==> src/rtl/in_mem_seq_if.sv <==
// rtl/in_mem_seq_if.sv - in_mem read port plus outgoing sample stream of the read sequencer
// Signals:
//   mem_addr / mem_rden : read request to in_mem (sequencer drives)
//   mem_q               : registered read data, valid on the ce cycle after mem_rden
//   sample / sample_valid / sample_ready : valid/ready sample stream to the datapath
// Modports: master = sequencer side, slave = memory/consumer side.
interface in_mem_seq_if #(
    parameter int ADDR_W = 9,
    parameter int DATA_W = 16
);
    logic [ADDR_W-1:0] mem_addr;
    logic              mem_rden;
    logic [DATA_W-1:0] mem_q;
    logic [DATA_W-1:0] sample;
    logic              sample_valid;
    logic              sample_ready;

    modport master (
        output mem_addr, mem_rden, sample, sample_valid,
        input  mem_q, sample_ready
    );

    modport slave (
        input  mem_addr, mem_rden, sample, sample_valid,
        output mem_q, sample_ready
    );
endinterface

==> src/rtl/in_mem_seq.sv <==
// rtl/in_mem_seq.sv - read sequencer streaming in_mem words through a 2-entry skid FIFO
// Purpose: on an accepted start, reads 'length' words from in_mem beginning at
//   base_addr (addresses wrap modulo 2**ADDR_W) and delivers them in order on a
//   valid/ready sample stream, with busy/done status.
// Ports:
//   clk, sclr          : clock, synchronous active-low reset
//   ce                 : clock enable; 0 freezes everything except reset
//   start, base_addr,
//   length             : run request, sampled only when accepted in IDLE
//   loop               : keep repeating the run while held (IN_SEQ_LOOP_EN only)
//   bus (master)       : mem_addr/mem_rden/mem_q and sample/sample_valid/sample_ready
//   busy, done         : run in progress / pulse on the final transfer of a pass
// Build option: define IN_SEQ_LOOP_EN to add the loop port and looping runs.
module in_mem_seq #(
    parameter int ADDR_W = 9,
    parameter int DATA_W = 16,
    parameter int LEN_W  = 10
) (
    input  logic              clk,
    input  logic              sclr,
    input  logic              ce,
    input  logic              start,
    input  logic [ADDR_W-1:0] base_addr,
    input  logic [LEN_W-1:0]  length,
`ifdef IN_SEQ_LOOP_EN
    input  logic              loop,
`endif
    in_mem_seq_if.master      bus,
    output logic              busy,
    output logic              done
);

    typedef enum logic [1:0] {IDLE, RUN, DRAIN, DONE} state_e;

    state_e            state_q, state_d;
    logic [ADDR_W-1:0] addr_q, addr_d;
    logic [LEN_W-1:0]  rd_rem_q, rd_rem_d;   // reads left in the current pass
    logic [LEN_W-1:0]  xf_rem_q, xf_rem_d;   // transfers left in the current pass
    logic              empty_run_q, empty_run_d;
    logic              pend_q, pend_d;       // mem_q holds a word not yet taken
    logic [1:0]        cnt_q, cnt_d;         // words held in f0/f1
    logic [DATA_W-1:0] f0_q, f0_d, f1_q, f1_d;

    logic              valid, pop, push, issue, loop_eff;
    logic [1:0]        occ;
    logic [ADDR_W-1:0] pass_base;
    logic [LEN_W-1:0]  pass_len;

`ifdef IN_SEQ_LOOP_EN
    logic              loop_q, loop_d;
    logic [ADDR_W-1:0] base_q, base_d;
    logic [LEN_W-1:0]  len_q, len_d;

    // Dropping loop at any point makes the pass being read the last one.
    assign loop_eff  = loop_q & loop;
    assign pass_base = base_q;
    assign pass_len  = len_q;
`else
    assign loop_eff  = 1'b0;
    assign pass_base = '0;
    assign pass_len  = '0;
`endif

    // The word sitting in mem_q counts as a FIFO slot: it is presented directly
    // when the FIFO is empty and is captured into the FIFO if not taken, so the
    // first sample appears one cycle after the first read and never moves.
    always_comb begin
        valid = (cnt_q != 2'd0) | pend_q;
        pop   = ce & valid & bus.sample_ready;
        occ   = cnt_q + {1'b0, pend_q} - {1'b0, pop};
        issue = ce & (state_q == RUN) & (occ < 2'd2);
        push  = ce & pend_q & ~(pop & (cnt_q == 2'd0));
    end

    assign bus.sample_valid = valid;
    assign bus.sample       = (cnt_q != 2'd0) ? f0_q : (pend_q ? bus.mem_q : '0);
    assign bus.mem_addr     = addr_q;
    assign bus.mem_rden     = issue;
    assign busy             = (state_q == RUN) | (state_q == DRAIN);

    always_comb begin
        f0_d   = f0_q;
        f1_d   = f1_q;
        cnt_d  = cnt_q;
        pend_d = ce ? issue : pend_q;
        if (pop && (cnt_q != 2'd0)) begin
            f0_d  = f1_q;
            cnt_d = cnt_q - 2'd1;
        end
        if (push) begin
            if (cnt_d == 2'd0) begin
                f0_d = bus.mem_q;
            end else begin
                f1_d = bus.mem_q;
            end
            cnt_d = cnt_d + 2'd1;
        end
    end

    // done marks the final transfer itself (busy still high); DONE is the
    // one-cycle turnaround that also carries the pulse of a zero-length run.
    always_comb begin
        state_d     = state_q;
        addr_d      = addr_q;
        rd_rem_d    = rd_rem_q;
        xf_rem_d    = xf_rem_q;
        empty_run_d = empty_run_q;
        done        = 1'b0;
`ifdef IN_SEQ_LOOP_EN
        loop_d      = loop_q;
        base_d      = base_q;
        len_d       = len_q;
`endif
        if (ce) begin
            case (state_q)
                IDLE: begin
                    if (start) begin
                        addr_d      = base_addr;
                        rd_rem_d    = length;
                        xf_rem_d    = length;
                        empty_run_d = (length == '0);
                        state_d     = (length == '0) ? DONE : RUN;
`ifdef IN_SEQ_LOOP_EN
                        loop_d      = loop;
                        base_d      = base_addr;
                        len_d       = length;
`endif
                    end
                end
                RUN, DRAIN: begin
                    if (issue) begin
                        addr_d   = addr_q + ADDR_W'(1);
                        rd_rem_d = rd_rem_q - LEN_W'(1);
                        if (rd_rem_q == LEN_W'(1)) begin
                            if (loop_eff) begin
                                addr_d   = pass_base;
                                rd_rem_d = pass_len;
                            end else begin
                                state_d = DRAIN;
                            end
                        end
                    end
                    if (pop) begin
                        if (xf_rem_q == LEN_W'(1)) begin
                            done     = 1'b1;
                            xf_rem_d = pass_len;
                        end else begin
                            xf_rem_d = xf_rem_q - LEN_W'(1);
                        end
                        if ((state_q == DRAIN) && ((cnt_q + {1'b0, pend_q}) == 2'd1)) begin
                            state_d = DONE;
                        end
                    end
`ifdef IN_SEQ_LOOP_EN
                    loop_d = loop_eff;
`endif
                end
                DONE: begin
                    done    = empty_run_q;
                    state_d = IDLE;
                end
                default: state_d = IDLE;
            endcase
        end
    end

    always_ff @(posedge clk) begin
        if (!sclr) begin
            state_q     <= IDLE;
            addr_q      <= '0;
            rd_rem_q    <= '0;
            xf_rem_q    <= '0;
            empty_run_q <= 1'b0;
            pend_q      <= 1'b0;
            cnt_q       <= 2'd0;
            f0_q        <= '0;
            f1_q        <= '0;
        end else begin
            state_q     <= state_d;
            addr_q      <= addr_d;
            rd_rem_q    <= rd_rem_d;
            xf_rem_q    <= xf_rem_d;
            empty_run_q <= empty_run_d;
            pend_q      <= pend_d;
            cnt_q       <= cnt_d;
            f0_q        <= f0_d;
            f1_q        <= f1_d;
        end
    end

`ifdef IN_SEQ_LOOP_EN
    always_ff @(posedge clk) begin
        if (!sclr) begin
            loop_q <= 1'b0;
            base_q <= '0;
            len_q  <= '0;
        end else begin
            loop_q <= loop_d;
            base_q <= base_d;
            len_q  <= len_d;
        end
    end
`endif

endmodule
==> src/flat_wrapper.sv <==
// flat-port wrapper written by rule: the top's interface ports become plain ports
module in_mem_seq_flat 
#(
    parameter int ADDR_W = 9,
    parameter int DATA_W = 16,
    parameter int LEN_W  = 10
)
  (clk, sclr, ce, start, base_addr, length, busy, done, bus_mem_addr, bus_mem_rden, bus_sample, bus_sample_valid, bus_mem_q, bus_sample_ready);
  in_mem_seq_if #(.ADDR_W(ADDR_W), .DATA_W(DATA_W)) bus_i ();
  input  logic clk;
  input  logic sclr;
  input  logic ce;
  input  logic start;
  input  logic [ADDR_W-1:0] base_addr;
  input  logic [LEN_W-1:0] length;
  output logic busy;
  output logic done;
  output wire logic [$bits(bus_i.mem_addr)-1:0] bus_mem_addr;
  output wire logic [$bits(bus_i.mem_rden)-1:0] bus_mem_rden;
  output wire logic [$bits(bus_i.sample)-1:0] bus_sample;
  output wire logic [$bits(bus_i.sample_valid)-1:0] bus_sample_valid;
  input wire logic [$bits(bus_i.mem_q)-1:0] bus_mem_q;
  input wire logic [$bits(bus_i.sample_ready)-1:0] bus_sample_ready;
  assign bus_mem_addr = bus_i.mem_addr;
  assign bus_mem_rden = bus_i.mem_rden;
  assign bus_sample = bus_i.sample;
  assign bus_sample_valid = bus_i.sample_valid;
  assign bus_i.mem_q = bus_mem_q;
  assign bus_i.sample_ready = bus_sample_ready;
  in_mem_seq #(.ADDR_W(ADDR_W), .DATA_W(DATA_W), .LEN_W(LEN_W)) u_core (.clk(clk), .sclr(sclr), .ce(ce), .start(start), .base_addr(base_addr), .length(length), .bus(bus_i), .busy(busy), .done(done));
endmodule
==> config.mk <==
export PLATFORM = sky130hd
export DESIGN_NAME = in_mem_seq_flat
export DESIGN_NICKNAME = d
export VERILOG_FILES = /design/src/rtl/in_mem_seq_if.sv /design/src/rtl/in_mem_seq.sv /design/src/flat_wrapper.sv
export SDC_FILE = /design/constraint.sdc
export NUM_CORES = 1
export LEC_CHECK = 0
export BUFFER_PORTS_ARGS = -buffer_cell sky130_fd_sc_hd__buf_4
export CAP_MARGIN = 10
export CORE_UTILIZATION = 35
export DETAILED_ROUTE_END_ITERATION = 7
export SETUP_SLACK_MARGIN = 0.4
export SLEW_MARGIN = 20
export SYNTH_ARGS = -nofsm -noshare
export SYNTH_HDL_FRONTEND = slang
export SYNTH_SLANG_ARGS = --single-unit
==> constraint.sdc <==
create_clock -name clk -period 3.3 [get_ports clk]
set_input_delay 0.33 -clock clk [delete_from_list [all_inputs] [get_ports clk]]
set_output_delay 0.33 -clock clk [all_outputs]
set_load 0.005 [all_outputs]
Yosys cells after proc, flatten, opt, wreduce, memory -nomap -nowiden
Cells that the tools add are included.
Storage, ports and cells
  input bits: 40
  logic and storage cells: 78
  flip-flop bits (word level): 67
Operators by class
  magnitude comparators: 1
  eq/ne operators: 9
  reduce and logical (&&, ||, !) cells: 14
  muxes and demuxes: 27
  bitwise gates (word level): 11
  add/subtract/negate cells: 7
Operators with widths (number)
  $mux W16: 5
  $mux W10: 4
  $pmux W10 S2: 2
  $eq A10 B1 Y1 const B: 2
  $sub A10 B1 Y10 const B: 2
  $mux W9: 2
  $pmux W9 S2: 1
  $mux W2: 8
  $logic_not A10 Y1: 1
  $add A9 B1 Y9 const B: 1
  $reduce_and A4 Y1: 2
  $and A1 B1 Y1: 7
  $logic_not A2 Y1: 3
  $pmux W2 S3: 1
  $eq A2 B1 Y1 const B: 2
  $eq A2 B2 Y1 const B: 2
  $ne A2 B1 Y1 const B: 2
  $reduce_and A2 Y1: 2
  $reduce_bool A2 Y1: 2
  $mux W1: 3
  $reduce_and A3 Y1: 1
  $add A2 B1 Y2: 1
  $add A2 B1 Y2 const B: 1
  $logic_and A1 B1 Y1: 2
  other kinds (8): 10

Depth between registers and ports, before layout
Gate-level depths: netlist (run 1).
  depth in word-level cells: 11
  mapped depth: 12

Worst setup path after synthesis (run 1)
No wires, ideal clock.
  kind: register to register
  start point: reg u_core.cnt_q[0]
  end point: reg u_core.f1_q[5]
  data arrival time: 2202 ps
  data required time: 3172 ps
  path slack: 970 ps
  library setup time: 128 ps
  cell stages (with the launch flop): 12
  buffers on the path: 3
  clock period less this slack: 2330 ps
  cell sequence: dfxtp_1 -> inv_1 -> ha_1 -> buf_6 -> nand3b_1 -> buf_2 -> xnor2_1 -> ha_1 -> nor2_2 -> buf_4 -> mux2i_1 -> nor2_1
Between the ends
  longest elaborated chain between the ends: 9
  elaborated cells on any way between the ends: 14
  those cells by class: add/sub (1); mux (1); bitwise (7); reduce/logical (5)
RTL lines
  start: declaration: RTL line in_mem_seq.sv:41  | logic [1:0] cnt_q, cnt_d;
  start signal: assignment: RTL line in_mem_seq.sv:185  | cnt_q <= cnt_d;
  $reduce_bool A2 Y1: RTL line in_mem_seq.sv:68, in_mem_seq.sv:86
  $or A1 B1 Y1: RTL line in_mem_seq.sv:68  | valid = (cnt_q != 2'd0) | pend_q;
  $and A1 B1 Y1 (2 in a row): RTL line in_mem_seq.sv:69  | pop = ce & valid & bus.sample_ready;
  $logic_and A1 B1 Y1: RTL line in_mem_seq.sv:86  | if (pop && (cnt_q != 2'd0)) begin
  $mux W2: RTL line in_mem_seq.sv:86
  $logic_not A2 Y1: RTL line in_mem_seq.sv:91  | if (cnt_d == 2'd0) begin
  $not A1 Y1 (no line)
  $reduce_and A2 Y1 (no line) (*)
  end signal: assignment: RTL line in_mem_seq.sv:177  | f1_q <= '0;
  end signal: assignment: RTL line in_mem_seq.sv:187  | f1_q <= f1_d;
  end: declaration: RTL line in_mem_seq.sv:42  | logic [DATA_W-1:0] f0_q, f0_d, f1_q, f1_d;
Mark *: on every way between the ends. The rest lies on a longest branch, timed or not.
A chain may end at the register's enable or synchronous reset.

Worst setup path after layout (run 1)
  start point: reg u_core.state_q[0]
  end point: reg u_core.rd_rem_q[2]
Between the ends
  longest elaborated chain between the ends: 5
  elaborated cells on any way between the ends: 11
  those cells by class: eq/ne (4); mux (1); bitwise (2); reduce/logical (4)
RTL lines
  start: declaration: RTL line in_mem_seq.sv:35  | state_e state_q, state_d;
  start signal: assignment: RTL line in_mem_seq.sv:179  | state_q <= state_d;
  $eq A2 B1 Y1: RTL line in_mem_seq.sv:71, in_mem_seq.sv:115
  $and A1 B1 Y1 (2 in a row): RTL line in_mem_seq.sv:71  | issue = ce & (state_q == RUN) & (occ < 2'd2);
  $ne A2 B1 Y1 (no line)
  $reduce_and A4 Y1 (no line)
  end signal: assignment: RTL line in_mem_seq.sv:181  | rd_rem_q <= rd_rem_d;
  end: declaration: RTL line in_mem_seq.sv:37  | logic [LEN_W-1:0] rd_rem_q, rd_rem_d;
Parallel ways exist; a longest one is shown, timed or not.

==> impl_results.md, run 1 <==
* Post-DR wirelength/cell at 15.2 um
* Core Box Area at 10900 sq um
* Yosys warning total at 0
* Flip-flop and latch count after synthesis at 67
* Number of global-route vias before repair at 3475
* Synthesized netlist net count at 526
* Post-synth top flop: sky130_fd_sc_hd__dfxtp_1
* Most frequent cells in the layout: sky130_fd_sc_hd__buf_4 (78), sky130_fd_sc_hd__dfxtp_1 (67), sky130_fd_sc_hd__nor2_1 (52)
* Max Transition Viols Final at 0
* Number of DRC markers after the initial detailed-route iteration at 238
* Worst hold-check slack at 0.251 ns
* Chip Height at 108 um
* First-pass detailed-route iteration total at 5
* Clk Latency, worst-skew pair at 0.34 ns
* Netlist area before placement at 3910 sq um
* Synthesized netlist cell count at 474
* Pin count of the biggest net entering global routing at 33
* Aggregate global-route resource usage at 18.4%
* Result of the run: completed
* Ports at 69
* Rel. slew slack at 54.9%
* WS Path Type: register to register
* Number of instances resized during post-cts repair at 0
* Diode count at 0
* Post-route core utilization at 43.8%
* Final HPWL DP at 7340 um
* Startpoint kind of the worst setup timing path: register
* Post CTS Setup Buffer Count at 0
* Number of buffers inserted during clock tree synthesis at 9
* Combinational share of power at 36.7%
* Cell type with the highest aggregate area in the netlist: sky130_fd_sc_hd__dfxtp_1
* Clock tree root driver cell: sky130_fd_sc_hd__clkbuf_8
* Data required time at the worst endpoint at 3.56 ns
* Maximum achievable frequency at 0.387 GHz
* Min cycle time layout at 2.58 ns
* DRT Wirelength at 10300 um
* Fraction of registers with async set/reset at 0%
* Actual slew at the worst max-slew pin at 0.671 ns
* Max Cap Viol at 0
* Full die area at 11600 sq um
* Hold crit path type: input pin to register
* Number of hold violations in the final report at 0
* Biggest area contributors in the synthesized netlist: sky130_fd_sc_hd__dfxtp_1 (34%), sky130_fd_sc_hd__mux2i_1 (9.0%), sky130_fd_sc_hd__nor2_1 (5.0%)
* Overall power consumption at 2.92 mW
* Via Count at 3678
* Peak ir drop on the vdd network at 0.345 mV
* Number of nets in the layout at 585
* Net switching power figure at 1.07 mW
* Overflow after GRT at 0
* Ratio of total power to cell area at 611 nW/um^2
* DRC violation count after routing at 0
* Kind of end point of the critical path: register
* Clock transition time at the flip-flop clock pins of the worst setup and hold paths at 0.08 ns
* Total number of clock tree sinks at 67
* Routability cong. at 0.810
* Num rows at 38
* Share of power burned in the clock network at 28.8%
* Global-route wire length before repair at 17000 um
* Syn_area_per_cell at 8.26 sq um
* Count of flip-flops with a built-in enable after synthesis at 0
* H-tree levels at 3
* Area grow syn2layout at 21.9%
* Number of antenna violations at the first check in global routing at 0
* Count of input and output buffers at 68
* Count of antenna-violating nets left after detailed routing at 0
* Vias per cell at 5.42
* Clock tree skew after final layout at 0.00870 ns
* Arrival time of the worst setup path at 2.85 ns
* Largest fanout of any net on the critical path at 16
* Number of hold buffers added after cts at 0
* Number of library cell types mapped by synthesis at 71
* Sequential share of power at 34.5%
* TritonCTS clock tree: yes
* Count of final setup violators at 0
* Share of layout cells above drive strength 1 at 20.8%
* Most frequent standard cell in the layout excluding fill and tap cells: sky130_fd_sc_hd__buf_4
* Static power due to leakage at 1.92 nW
* Overall die width at 108 um
* Clock buffer depth at 2
* Final sum of negative setup slack at 0 ns
* RSZ-0062 raised after global routing: false
* Initial core utilization at 35.9%
* Share of the cycle needed by the critical path after routing at 78.2%
* Share of synthesized area occupied by flip-flops and latches at 34.3%
* Yosys top cell area share at 34.3%
* Internal cell power at 1.85 mW
* Net switching fraction of the power at 36.6%
## synthesized netlist by cell type, drive strengths merged (4+ instances only)
master and n:
a211oi 20, a21oi 18, a31oi 6, a32o 4
and2 5, buf 12, clkbuf 18, dfxtp 67
ha 12, inv 34, mux2i 35, nand2 26
nand3 30, nor2 53, nor2b 5, nor3 15
nor4 7, o211ai 7, o21ai 33, o311ai 4
o31a 4, or4 7
## logic make-up (layout without fill, tap and decap cells)
family / count (synthesis) / count (layout) / synth area share [%]
flip-flops: 67 / 67 / 34.3
AND/OR/NAND/NOR: 165 / 165 / 21.8
adder cells (fa/ha/maj): 12 / 12 / 3.84
XOR/XNOR: 3 / 3 / 0.671
multiplexers: 36 / 36 / 9.34
buffers and inverters: 64 / 128 / 6.91
AO/OA/AOI/OAI: 127 / 127 / 23.2
## layout make-up
type / count / area (sq um)
clock buffers: 10 / 128
clock inverters: 6 / 113
fillers: 1055 / 6120
inverters: 34 / 128
multi-input cells: 343 / 2300
flip-flops and latches: 67 / 1340
well taps: 140 / 175
repair buffers: 78 / 586
## worst max-delay path, stage by stage, from the launching register on
cell and delay [ns]:
sky130_fd_sc_hd__dfxtp_1 0.37, sky130_fd_sc_hd__inv_1 0.10, sky130_fd_sc_hd__ha_1 0.54, sky130_fd_sc_hd__mux2_4 0.25
sky130_fd_sc_hd__and2_1 0.36, sky130_fd_sc_hd__o211ai_4 0.26, sky130_fd_sc_hd__or4_1 0.45, sky130_fd_sc_hd__a31oi_1 0.17
## routing by layer
| metal | global-route usage, % | up-vias | wire length [um] |
|---|---|---|---|
| met1 | 23.9 | 1713 | 4850 |
| met4 | 5.09 | 0 | 104 |
| met5 | 0 | - | 0 |
| met3 | 3.87 | 6 | 500 |
| li1 | - | 1855 | - |
| met2 | 30.6 | 104 | 4840 |
## through the flow
| step | area, sq um | instances | setup WS [ns] |
|---|---|---|---|
| global route | 4770 | 678 | 0.520 |
| CTS | 4770 | 678 | 0.739 |
| detailed placement | 4530 | 662 | 0.770 |
| global placement | 4530 | 662 | 0.782 |
| floorplan | 3910 | 474 | 0.970 |
| finish | 4770 | 678 | 0.718 |
## worst paths after layout
check,from,to,slack (ns),depth (start not counted)
setup / recovery,u_core.state_q[0],u_core.rd_rem_q[2],0.72,7
hold / removal,bus_mem_q[6],u_core.f1_q[6],0.25,3
setup reg to reg,u_core.state_q[0],u_core.rd_rem_q[2],0.72,7
hold reg to reg,u_core.rd_rem_q[9],u_core.rd_rem_q[9],0.48,2
## registers in the layout (all words and copies together) (netlist names)
signal / cells
u_core.state_q: 2
u_core.empty_run_q: 1
u_core.f1_q: 16
u_core.bus.mem_addr: 9
u_core.xf_rem_q: 10
u_core.cnt_q: 2
u_core.rd_rem_q: 10
u_core.f0_q: 16
u_core.pend_q: 1
## power groups by stage
stage                     registers [mW]  clock network (mW)  logic (mW)
after floorplan                    0.997                   0       0.764
after detailed placement            1.02                   0        1.07
final                               1.01               0.841        1.07
after global routing                1.02               0.895        1.19
after CTS                           1.00               0.857        1.07
after global placement              1.02                   0        1.05
Power figures use the tool's default switching activity.
==> run 2, diff against run 1 <==
==> constraint.sdc (replaced) <==
create_clock -name clk -period 2.1 [get_ports clk]
set_input_delay 0.21 -clock clk [delete_from_list [all_inputs] [get_ports clk]]
set_output_delay 0.21 -clock clk [all_outputs]
set_load 0.005 [all_outputs]
==> run 2 against run 1 <==
Sequential power up 62%. Largest power group unchanged. Global-route usage up 2.7 points. Non-clock buffer count up 57.
==> impl_results.md, run 2 (synthesized netlist as in run 1, its figures left out) <==
* Maximum achievable frequency at 0.480 GHz (+24%)
* Number of nets in the layout at 642 (+9.7%)
* Global-route wire length before repair at 19200 um (+13%)
* Clock transition time at the flip-flop clock pins of the worst setup and hold paths at 0.08 ns (about the same)
* Clk Latency, worst-skew pair at 0.35 ns (about the same)
* Arrival time of the worst setup path at 2.31 ns (-0.54 ns)
* Data required time at the worst endpoint at 2.33 ns (-1.23 ns)
* Ratio of total power to cell area at 895 nW/um^2 (+46%)
* Full die area at 11600 sq um (unchanged)
* Largest fanout of any net on the critical path at 8 (-8)
* Most frequent standard cell in the layout excluding fill and tap cells: sky130_fd_sc_hd__buf_4
* TritonCTS clock tree: yes
* H-tree levels at 3 (unchanged)
* Cell Area, Placed at 4800 sq um (+5.9%)
* Count of final setup violators at 0 (unchanged)
* Peak ir drop on the vdd network at 0.445 mV (+29%)
* Number of DRC markers after the initial detailed-route iteration at 247 (+3.8%)
* Number of buffers inserted during clock tree synthesis at 9 (unchanged)
* Hold crit path type: input pin to register
* Pin count of the biggest net entering global routing at 30 (-9.1%)
* Post-DR wirelength/cell at 16.7 um (+9.8%)
* Number of antenna violations at the first check in global routing at 0 (unchanged)
* Kind of end point of the critical path: register
* Count of input and output buffers at 68 (unchanged)
* DRC violation count after routing at 0 (unchanged)
* First-pass detailed-route iteration total at 4 (-1)
* Actual slew at the worst max-slew pin at 0.376 ns (-0.295 ns)
* DP Worst Slack at 0.103 ns (-0.667 ns)
* Min cycle time layout at 2.09 ns (-0.496 ns)
* Vias per cell at 5.52 (+1.7%)
* Post-Layout Inst Area at 6030 sq um (+26%)
* Clock buffer depth at 2 (unchanged)
* Aggregate global-route resource usage at 21.2% (+2.7 points)
* Overflow after GRT at 0 (unchanged)
* Routability cong. at 0.862 (+6.5%)
* Rel. slew slack at 74.9% (+20 points)
* Overall die width at 108 um (unchanged)
* Initial core utilization at 35.9% (unchanged)
* Total number of clock tree sinks at 67 (unchanged)
* DRT Wirelength at 12200 um (+19%)
* Worst hold-check slack at 0.132 ns (-0.119 ns)
* Result of the run: completed
* Via Count at 4054 (+10%)
* Share of layout cells above drive strength 1 at 44.5% (+24 points)
* Chip Height at 108 um (unchanged)
* Count of antenna-violating nets left after detailed routing at 0 (unchanged)
* Area grow syn2layout at 54.1%
* Diode count at 0 (unchanged)
* RSZ-0062 raised after global routing: true
* Startpoint kind of the worst setup timing path: register
* Most frequent cells in the layout: sky130_fd_sc_hd__buf_4 (94), sky130_fd_sc_hd__dfxtp_1 (58), sky130_fd_sc_hd__mux2i_1 (34)
* Clock tree root driver cell: sky130_fd_sc_hd__clkbuf_8
* Num rows at 38 (unchanged)
* Number of hold violations in the final report at 0 (unchanged)
* Post-route core utilization at 55.4% (+12 points)
* Max Transition Viols Final at 0 (unchanged)
* Max Cap Viol at 0 (unchanged)
* Static power due to leakage at 2.37 nW (+23%)
* WS Path Type: register to register
* Number of global-route vias before repair at 3943 (+13%)
* Critical path's largest stage delay at 0.33 ns (-0.21 ns)
* Clock tree skew after final layout at 0.0140 ns (+0.00529 ns)
* Layout filler cell count at 983 (-6.8%)
* Ports at 69 (unchanged)
* Core Box Area at 10900 sq um (unchanged)
* Share of the cycle needed by the critical path after routing at 99.3% (+21 points)
* CP Cell Sequence: inv_2 -> ha_4 -> nand3b_1 -> xnor2_2 -> ha_2 -> nand4_1 -> buf_6 -> buf_12 -> buf_16 -> nor2_2 -> a211oi_2
* Worst path setup slack after routing at 0.0149 ns (-0.704 ns)
* Final HPWL DP at 7590 um (+3.3%)
* Cell with the biggest individual delay on the critical path: sky130_fd_sc_hd__dfxtp_2
* Registers with the highest flip-flop counts: u_core.f0_q x16, u_core.f1_q x16
run 2: cell count changes in the layout (fill, tap and decap cells not counted), moves of 14 or more:
cell | before | now
sky130_fd_sc_hd__buf_4 | 78 | 94
sky130_fd_sc_hd__buf_6 | 0 | 30
sky130_fd_sc_hd__nor2_1 | 52 | 33
sky130_fd_sc_hd__nor2_4 | 0 | 14
sky130_fd_sc_hd__o21ai_0 | 31 | 6
run 2: metal layers:
layer	up-vias	global-route usage, %	wire, um
li1	1987	-	-
met5	-	0	0
met3	15	4.06	576
met1	1944	26.1	5430
met4	0	7.14	184
met2	108	36.6	6060
run 2: worst paths after layout:
check | from | end | slack [ns] | depth (start not counted)
min | bus_mem_q[2] | u_core.f1_q[2] | 0.13 | 3
max reg2reg | u_core.cnt_q[0] | u_core.f0_q[7] | 0.01 | 11
min reg2reg | u_core.rd_rem_q[9] | u_core.rd_rem_q[9] | 0.49 | 2
max | u_core.cnt_q[0] | u_core.f0_q[7] | 0.01 | 11
run 2: power by group:
| group | switching [mW] | internal, mW | leakage [nW] |
|---|---|---|---|
| Clock | 0.533 | 0.738 | 0.112 |
| Sequential | 0.214 | 1.43 | 0.548 |
| Combinational | 1.31 | 1.17 | 1.71 |
run 2: worst max-delay path: cells and delay by family, from the launching register on:
| family | cells | cell delay, ns |
|---|---|---|
| AOI/OAI and AO/OA | 1 | 0.05 |
| DFF | 1 | 0.33 |
| buffers and inverters | 4 | 0.49 |
| adders and majority gates | 2 | 0.36 |
| xor gates and xnor gates | 1 | 0.24 |
| and+or+nand+nor | 3 | 0.50 |
run 2: cell type report:
type	instances	area [sq um]	share of cell area [%]
Tap cell	140	175	2.90
Multi-Input combinational cell	343	2850	47.2
Clock buffer	11	151	2.51
Sequential cell	67	1360	22.5
Clock inverter	5	83.8	1.39
Inverter	34	130	2.16
Timing Repair Buffer	135	1290	21.4
run 2: what timing repair did:
action / CTS / global route
gates resized for setup: 91 / 74
hold buffers: 0 / 0
endpoints found under the setup margin: 81 / 84
buffers inserted: 25 / 9
pin swaps: 29 / 27
gates cloned: 4 / 1
run 2: through the flow:
step                      power, mW  instances  TNS [ns]
after floorplan                2.89        474         0
after global placement         3.46        680         0
after detailed placement       3.49        680         0
after CTS                      5.08        725         0
after global routing           5.71        735     -1.74
final                          5.40        735         0
